<file path="config.mk">
export PLATFORM = sky130hd
export DESIGN_NAME = lcd_bus_receiver
export DESIGN_NICKNAME = d
export VERILOG_FILES = /design/src/rtl/lcd_bus_receiver.sv
export SDC_FILE = /design/constraint.sdc
export NUM_CORES = 1
export LEC_CHECK = 0
export CAP_MARGIN = 20
export CORE_MARGIN = 10
export CORE_UTILIZATION = 30
export DETAILED_ROUTE_END_ITERATION = 8
export MAX_ROUTING_LAYER = met4
export SLEW_MARGIN = 20
export SYNTH_ARGS = -nofsm -noshare
export SYNTH_HDL_FRONTEND = slang
export SYNTH_SLANG_ARGS = --single-unit
export TNS_END_PERCENT = 20
</file>
<file path="constraint.sdc">
create_clock -name clk_50mhz -period 2.5 [get_ports clk_50mhz]
set_input_delay 0.5 -clock clk_50mhz [delete_from_list [all_inputs] [get_ports clk_50mhz]]
set_output_delay 0.5 -clock clk_50mhz [all_outputs]
set_load 0.02 [all_outputs]
</file>
<file path="src/rtl/lcd_bus_receiver.sv">
// Captures a 4-bit HD44780-style LCD bus and queues reassembled {rs, byte} entries in a FWFT FIFO.
// Push lands 3 clocks after E is first sampled low; pushes while full are dropped and flagged unless popped together.
module lcd_bus_receiver #(
  parameter int DEPTH = 16
) (
  input  logic                     clk_50mhz,
  input  logic                     rst_n,
  input  logic                     LCDRS,
  input  logic                     LCDRW,
  input  logic                     LCDE,
  input  logic [3:0]               LCDDAT,
  input  logic                     rd_en,
  input  logic                     err_clr,
  output logic [8:0]               rd_data,
  output logic                     empty,
  output logic                     full,
  output logic [$clog2(DEPTH):0]   count,
  output logic                     four_bit_mode,
  output logic                     overflow,
  output logic                     rs_mismatch
);

  localparam int AW = $clog2(DEPTH);
  localparam logic [AW:0] DEPTH_CNT = (AW+1)'(DEPTH);

  typedef enum logic [1:0] {
    MODE8 = 2'd0,
    HI4   = 2'd1,
    LO4   = 2'd2
  } state_e;

  // Two-flop synchronizers on every bus pin, plus one more stage on E for edge detect
  logic [1:0] rs_sync_q;
  logic [1:0] rw_sync_q;
  logic [1:0] e_sync_q;
  logic [3:0] dat_sync1_q;
  logic [3:0] dat_sync2_q;
  logic       e_d_q;

  always_ff @(posedge clk_50mhz or negedge rst_n) begin
    if (!rst_n) begin
      rs_sync_q   <= '0;
      rw_sync_q   <= '0;
      e_sync_q    <= '0;
      dat_sync1_q <= '0;
      dat_sync2_q <= '0;
      e_d_q       <= 1'b0;
    end else begin
      rs_sync_q   <= {rs_sync_q[0], LCDRS};
      rw_sync_q   <= {rw_sync_q[0], LCDRW};
      e_sync_q    <= {e_sync_q[0], LCDE};
      dat_sync1_q <= LCDDAT;
      dat_sync2_q <= dat_sync1_q;
      e_d_q       <= e_sync_q[1];
    end
  end

  logic       rs_s;
  logic       rw_s;
  logic [3:0] dat_s;
  logic       strobe;
  logic       wr_stb;
  logic       rd_stb;

  assign rs_s   = rs_sync_q[1];
  assign rw_s   = rw_sync_q[1];
  assign dat_s  = dat_sync2_q;
  assign strobe = e_d_q & ~e_sync_q[1];
  assign wr_stb = strobe & ~rw_s;
  assign rd_stb = strobe & rw_s;

  state_e     state_q;
  state_e     state_d;
  logic [3:0] hi_q;
  logic       hi_rs_q;
  logic       hi_wr_q;

  logic       push;
  logic [8:0] push_dat;
  logic       mis_set;
  logic       hi_load;
  logic       hi_kill;

  always_ff @(posedge clk_50mhz or negedge rst_n) begin
    if (!rst_n) begin
      state_q <= MODE8;
    end else begin
      state_q <= state_d;
    end
  end

  always_comb begin
    state_d = state_q;
    case (state_q)
      MODE8: if (wr_stb && !rs_s && dat_s == 4'h2) state_d = HI4;
      HI4:   if (strobe) state_d = LO4;
      // Function set with DL=1 drops the controller back to 8-bit mode
      LO4: begin
        if (strobe) begin
          if (wr_stb && hi_wr_q && !hi_rs_q && hi_q == 4'h3) state_d = MODE8;
          else state_d = HI4;
        end
      end
      default: state_d = MODE8;
    endcase
  end

  always_comb begin
    push          = 1'b0;
    push_dat      = '0;
    mis_set       = 1'b0;
    hi_load       = 1'b0;
    hi_kill       = 1'b0;
    four_bit_mode = (state_q != MODE8);
    case (state_q)
      MODE8: begin
        push     = wr_stb;
        push_dat = {rs_s, dat_s, 4'h0};
      end
      HI4: begin
        hi_load = wr_stb;
        hi_kill = rd_stb;
      end
      LO4: begin
        push     = wr_stb & hi_wr_q;
        push_dat = {hi_rs_q, hi_q, dat_s};
        mis_set  = wr_stb & hi_wr_q & (rs_s != hi_rs_q);
      end
      default: ;
    endcase
  end

  // A read in the high-nibble slot poisons the pair so the following low nibble is discarded
  always_ff @(posedge clk_50mhz or negedge rst_n) begin
    if (!rst_n) begin
      hi_q    <= '0;
      hi_rs_q <= 1'b0;
      hi_wr_q <= 1'b0;
    end else if (hi_load) begin
      hi_q    <= dat_s;
      hi_rs_q <= rs_s;
      hi_wr_q <= 1'b1;
    end else if (hi_kill) begin
      hi_wr_q <= 1'b0;
    end
  end

  logic [8:0]    mem_q [DEPTH];
  logic [AW-1:0] wr_ptr_q;
  logic [AW-1:0] rd_ptr_q;
  logic [AW:0]   count_q;
  logic          pop;
  logic          push_ok;
  logic          ovf_set;

  assign empty   = (count_q == '0);
  assign full    = (count_q == DEPTH_CNT);
  assign count   = count_q;
  assign pop     = rd_en & ~empty;
  assign push_ok = push & (~full | pop);
  assign ovf_set = push & full & ~pop;
  assign rd_data = empty ? 9'h000 : mem_q[rd_ptr_q];

  always_ff @(posedge clk_50mhz) begin
    if (push_ok) mem_q[wr_ptr_q] <= push_dat;
  end

  always_ff @(posedge clk_50mhz or negedge rst_n) begin
    if (!rst_n) begin
      wr_ptr_q <= '0;
      rd_ptr_q <= '0;
      count_q  <= '0;
    end else begin
      if (push_ok) wr_ptr_q <= wr_ptr_q + 1'b1;
      if (pop)     rd_ptr_q <= rd_ptr_q + 1'b1;
      case ({push_ok, pop})
        2'b10:   count_q <= count_q + 1'b1;
        2'b01:   count_q <= count_q - 1'b1;
        default: count_q <= count_q;
      endcase
    end
  end

  always_ff @(posedge clk_50mhz or negedge rst_n) begin
    if (!rst_n) begin
      overflow    <= 1'b0;
      rs_mismatch <= 1'b0;
    end else begin
      if (ovf_set)      overflow <= 1'b1;
      else if (err_clr) overflow <= 1'b0;
      if (mis_set)      rs_mismatch <= 1'b1;
      else if (err_clr) rs_mismatch <= 1'b0;
    end
  end

endmodule

</file>
# Word level (Yosys, flattened, before mapping)
# Memory sizes are Yosys's and may differ from the RTL's.
# Cells that the tools add are included.
[word_totals]
register_bits = 38
mem_bits_rw = 144
inputBits = 11
output_inout_bits = 19
elab_cells = 80
n_memories = 1
[op_classes]
add_sub_neg = 4
n_eq_ne = 11
n_mux = 19
bitwise = 15
n_reduce_logical = 15
[mem_list]
columns = ["memory", "depth", "width", "read_ports", "rd_clocked_by_memory_dff", "wr", "line", "source"]
rows = [
  ["mem_q", 16, 9, 1, 0, 1, "148", "logic [8:0] mem_q [DEPTH];"],
]
[op_table]
columns = ["op", "count"]
rows = [
  ["$pmux W9 S2", 1],
  ["$mux W1", 11],
  ["$pmux W5 S2", 1],
  ["$reduce_bool A2 Y1", 5],
  ["$and A1 B1 Y1", 9],
  ["$mux W9", 1],
  ["$add A4 B1 Y4 const B", 2],
  ["$eq A4 B2 Y1 const B", 2],
  ["$mux W2", 3],
  ["$ne A2 B2 Y1 const B", 3],
  ["$pmux W2 S3", 1],
  ["$add A5 B1 Y5 const B", 1],
  ["$eq A5 B5 Y1 const B", 1],
  ["$logic_and A1 B1 Y1", 5],
  ["$logic_not A5 Y1", 1],
  ["$not A1 Y1", 5],
  ["$sub A5 B1 Y5 const B", 1],
  ["$eq A2 B1 Y1 const B", 2],
  ["$eq A2 B2 Y1 const B", 2],
  ["$reduce_and A3 Y1", 1],
  ["$logic_not A1 Y1", 2],
  ["$logic_not A2 Y1", 1],
  ["$pmux W1 S2", 1],
  ["$ne A1 B1 Y1", 1],
  ["$or A1 B1 Y1", 1],
]

# Longest topological paths before layout
[logic_depth]
word_depth = 9
ltp_mapped = 10
depth_no_buf = 10

# Worst setup path after synthesis
# OpenSTA, ideal clock, no wires.
[synth_timing]
kind = "register -> register"
from = "register count_q[1], in the netlist count[1]"
to = "register count_q[4], in the netlist count[4]"
setup_ns = 0.145
arrival_ns = 2.308
t_required_ns = 2.355
path_slack_ns = 0.048
stages_incl_launch_ff = 10
n_path_buf = 0
synth_period_minus_slack_ns = 2.452
cell_sequence = "dfrtp_1 > or4_4 > o21ai_4 > nor2_4 > ha_1 > nand2b_1 > a21oi_1 > nand2_1 > o221ai_1 > o221ai_1"
[synth_via]
elab_chain_len = 7
elab_cells_between_ends = 13
cone_classes = "add/sub: 2; eq/ne: 3; mux: 1; bitwise: 5; reduce/logical: 2"
[synth_lines]
columns = ["item", "line", "source"]
rows = [
  ["from (decl)", "151", "logic [AW:0] count_q;"],
  ["from (signal assigned)", "177", "2'b10: count_q <= count_q + 1'b1;"],
  ["from (signal assigned)", "178", "2'b01: count_q <= count_q - 1'b1;"],
  ["from (signal assigned)", "179", "default: count_q <= count_q;"],
  ["$logic_not A5 Y1", "156", "assign empty = (count_q == '0);"],
  ["$not A1 Y1", "159", "assign pop = rd_en & ~empty;"],
  ["$and A1 B1 Y1", "159", ""],
  ["$or A1 B1 Y1", "160", "assign push_ok = push & (~full | pop);"],
  ["$and A1 B1 Y1", "160", ""],
  ["$eq A2 B1 Y1 / $eq A2 B2 Y1 (equally long branches)", "176", "case ({push_ok, pop})"],
  ["$pmux W5 S2 / $reduce_bool A2 Y1 (equally long branches)", "--", ""],
]
# Several ways; a longest one is shown, not always the timed one.
# A chain may end at the register's enable or synchronous reset.

# Worst setup path after layout
[layout_timing]
from = "register rd_ptr_q[0]"
to = "output port rd_data[8]"
[layout_via]
elab_chain_len = 2
[layout_lines]
columns = ["item", "line", "source"]
rows = [
  ["from (decl)", "150", "logic [AW-1:0] rd_ptr_q;"],
  ["from (signal assigned)", "175", "if (pop) rd_ptr_q <= rd_ptr_q + 1'b1;"],
  ["$mem_v2 Z16 W9", "--", ""],
  ["$mux W9", "162", "assign rd_data = empty ? 9'h000 : mem_q[rd_ptr_q];"],
  ["to (decl)", "14", "output logic [8:0] rd_data,"],
]
# Every way passes these cells.

==> results by group <==
Logic synthesis
  – Seq/Total Area, Yosys: 71.82%
  – Syn nets: 410
  – FF+latch count, synth: 182
  – Synth Cell Area: 0.007345 mm^2
  – Post-synth EDFFs: 144
  – Count of cell types in the netlist: 46
  – Async SR Flop Fraction: 20.88%
  – Warning count from the yosys run: 0
  – Primary FF master, synth: edfxtp_1
  – Synth Instances: 390
  – Syn Area/Cell: 18.83 um^2

Setup path
  – Flop-to-flop setup slack: -40 ps
  – FF-to-FF Start: count[1]$_DFFE_PN0P_
  – Critical Path RT: 2000 ps
  – Worst Path Arrival: 2210 ps
  – Crit Path Class: flip-flop to primary output
  – CP endpoint kind: primary output
  – Reg2reg path depth: 10
  – Worst setup startpoint: rd_ptr_q[0]$_DFFE_PN0P_
  – FF-to-FF End: count[4]$_DFFE_PN0P_
  – Startpoint Class: flip-flop
  – Worst Path Max Fanout: 8

STA
  – Fin Clk Skew: 11.79 ps
  – Final Cycle Share: 108.2%
  – Rel. slew slack: 43.84%
  – # setup viols final: 10
  – Max Clk Rate: 369.6 MHz
  – Setup TNS: -1590 ps
  – Final hold violation count: 0
  – Post-layout min period: 2705 ps
  – Worst setup margin: -205.4 ps
  – Actual transition at the worst max-transition pin: 842.4 ps
  – Unrepaired setup endpoints after global routing: yes
  – Final Max Tran Viols: 0

Finish
  – Layout fillers: 2,155
  – Sequential cell area: 0.005276 mm^2
  – Layout cells sized above 1: 34.43%
  – Post-Route Utilization: 38.34%
  – Ant diodes: 0
  – Layout area overhead: 26.20%
  – Multi-input logic area: 0.002033 mm^2
  – Layout Cells excl Fill: 812
  – Fin nets: 495

Route
  – Drt drc: 0
  – Routed wire length: 15,420 um
  – TritonRoute pass-1 iters: 4
  – WL/cell: 18.99 um
  – ANT nets after route: 0
  – Vias per inst: 4.640
  – DR iter-0 viols: 294
  – DR vias: 3,768

CTS
  – CTS root buf: clkbuf_16
  – H-tree depth: 4
  – Number of hold buffers added after cts: 0
  – Reg clk slew, reported paths: 70 ps
  – TritonCTS clock tree: done
  – Worst-case clock buffer depth: 2
  – Num CTS Buffers: 17
  – Skew-Pair Late Insertion Delay: 430 ps
  – # clock sinks: 182

Power
  – Pwr dens: 1102 mW/mm^2
  – Worst vdd ir: 0.0007365 V
  – Leakage: 0.003270 uW

Placed design
  – Dpl cells: 777
  – Placed wire-length estimate: 10,240 um
  – Placer Congestion: 0.7856
  – Number of port buffers: 29

Hold path
  – Min-delay worst type: input pin to async pin

Status
  – Failing checks: negative setup slack
  – Outcome: complete, but fails checks

GRT
  – Largest net degree at the start of global routing: 39
  – Initial antenna violation count: 0
  – First-pass GRT wire length: 24,430 um
  – GRT Total Usage: 10.68%
  – Grt ovf: 0
  – Vias in the first global route: 4,181

Floorplan
  – Die area: 0.03114 mm^2
  – Core region area: 0.02418 mm^2
  – Initial Utilization: 30.38%
  – Die X-Extent: 176.5 um
  – DIE HEIGHT: 176.5 um
  – I/O pin cnt: 30
  – Placement row count: 57

Run
  – Max-Cap Viols: 0
## worst max path at each step
stage,to,slack (ps),cells after the start
after global routing,rd_data[8],-290,5
after floorplan,count[4]$_DFFE_PN0P_,50,9
after global placement,rd_data[8],-170,5
after detailed placement,rd_data[8],-150,5
final,rd_data[8],-210,5
after CTS,rd_data[0],-250,6
## layout make-up
class,count,area share (%)
repair buffers,82,9.611
flip-flops and latches,182,56.92
multi-input cells,178,21.94
clock inverters,15,1.998
clock buffers,17,4.590
well taps,324,4.374
inverters,14,0.5670
## timing repair
action	in CTS	in global routing
setup buffers	2	0
pin swaps	0	3
gates cloned	2	0
gates resized for setup	46	18
endpoints found under the setup margin	13	13
## synth_stat cells (3+ instances only)
cell type	instances	share of area (%)
mux4_2	36	11
ha_1	8	1.4
nor4_1	6	0.51
buf_2	5	0.34
xnor2_1	9	1.1
nor2b_1	3	0.26
nand3_1	4	0.27
inv_1	14	0.72
nand2_1	7	0.36
mux2_2	6	0.92
buf_1	3	0.15
nor2_1	17	0.87
nand2b_1	4	0.34
and2_1	11	0.94
o22ai_1	9	0.77
edfxtp_1	144	59
clkbuf_1	7	0.36
mux2i_1	24	3.3
dfrtp_1	38	13
## critical path, stage by stage (launching register included)
cell     delay (ps)
dfrtp_2         560
buf_12          180
mux4_2          540
mux2i_4         210
o22ai_2         140
buf_6           150
## state kept, by name, indices dropped and copies added, names as in the netlist
register / flops
overflow: 1
hi_rs_q: 1
count: 5
e_d_q: 1
rd_ptr_q: 4
dat_s: 4
e_sync_q: 2
hi_q: 4
rs_sync_q: 2
state_q: 2
rw_sync_q: 2
dat_sync1_q: 4
rs_mismatch: 1
wr_ptr_q: 4
hi_wr_q: 1
mem_q: 144
## stage by stage
step	area, um^2	power [uW]	hold slack [ps]	worst slack (ps)
finish	9269	10210	174.6	-205.4
global route	9269	10720	240.2	-286.9
CTS	9236	10240	194.7	-254.1
detailed placement	8551	7415	334.7	-149.9
global placement	8548	7345	334.1	-172.2
floorplan	7345	5831	204.4	47.50
## report_power, final
part / switching (uW) / total (uW) / internal [uW] / leakage [uW]
combinational: 1810 / 3740 / 1930 / 0.00121
sequential: 234 / 3790 / 3550 / 0.00177
clock: 1240 / 2680 / 1440 / 0.000295
total: 3290 / 10200 / 6920 / 0.00327
## metal layers
layer	vias up	part of all wire, %	global-route usage, %	wire length, um
met5	-	0	-	0
met4	0	1.3	3.713	193
met3	15	6.8	2.670	1048
met2	111	47	15.88	7190
met1	1937	45	14.00	6983
li1	1705	-	-	-
## kinds of logic after synthesis
kind of cell             Yosys count  share of synthesized area [%]
flip-flops                       182                          71.82
buffers and inverters             30                          1.670
AND/OR/NAND/NOR                   64                          5.196
adder cells (fa/ha/maj)            9                          1.635
AO/OA/AOI/OAI                     27                          2.845
XOR/XNOR                          10                          1.193
multiplexers                      68                          15.64
## layout by cell type, fill, tap and decap left out, types with 5 or more instances in the layout
master / instances
clkdlybuf4s50_1: 17
mux2_2: 6
buf_2: 7
xnor2_1: 9
buf_4: 33
ha_1: 8
nor4_1: 5
nor2_1: 13
o22ai_1: 6
dfrtp_1: 37
inv_1: 14
buf_12: 18
edfxtp_1: 144
mux4_2: 36
nand2_1: 7
and2_1: 11
clkbuf_16: 17
mux2i_1: 17
mux2i_2: 6
(Power assumes the default switching activity.)
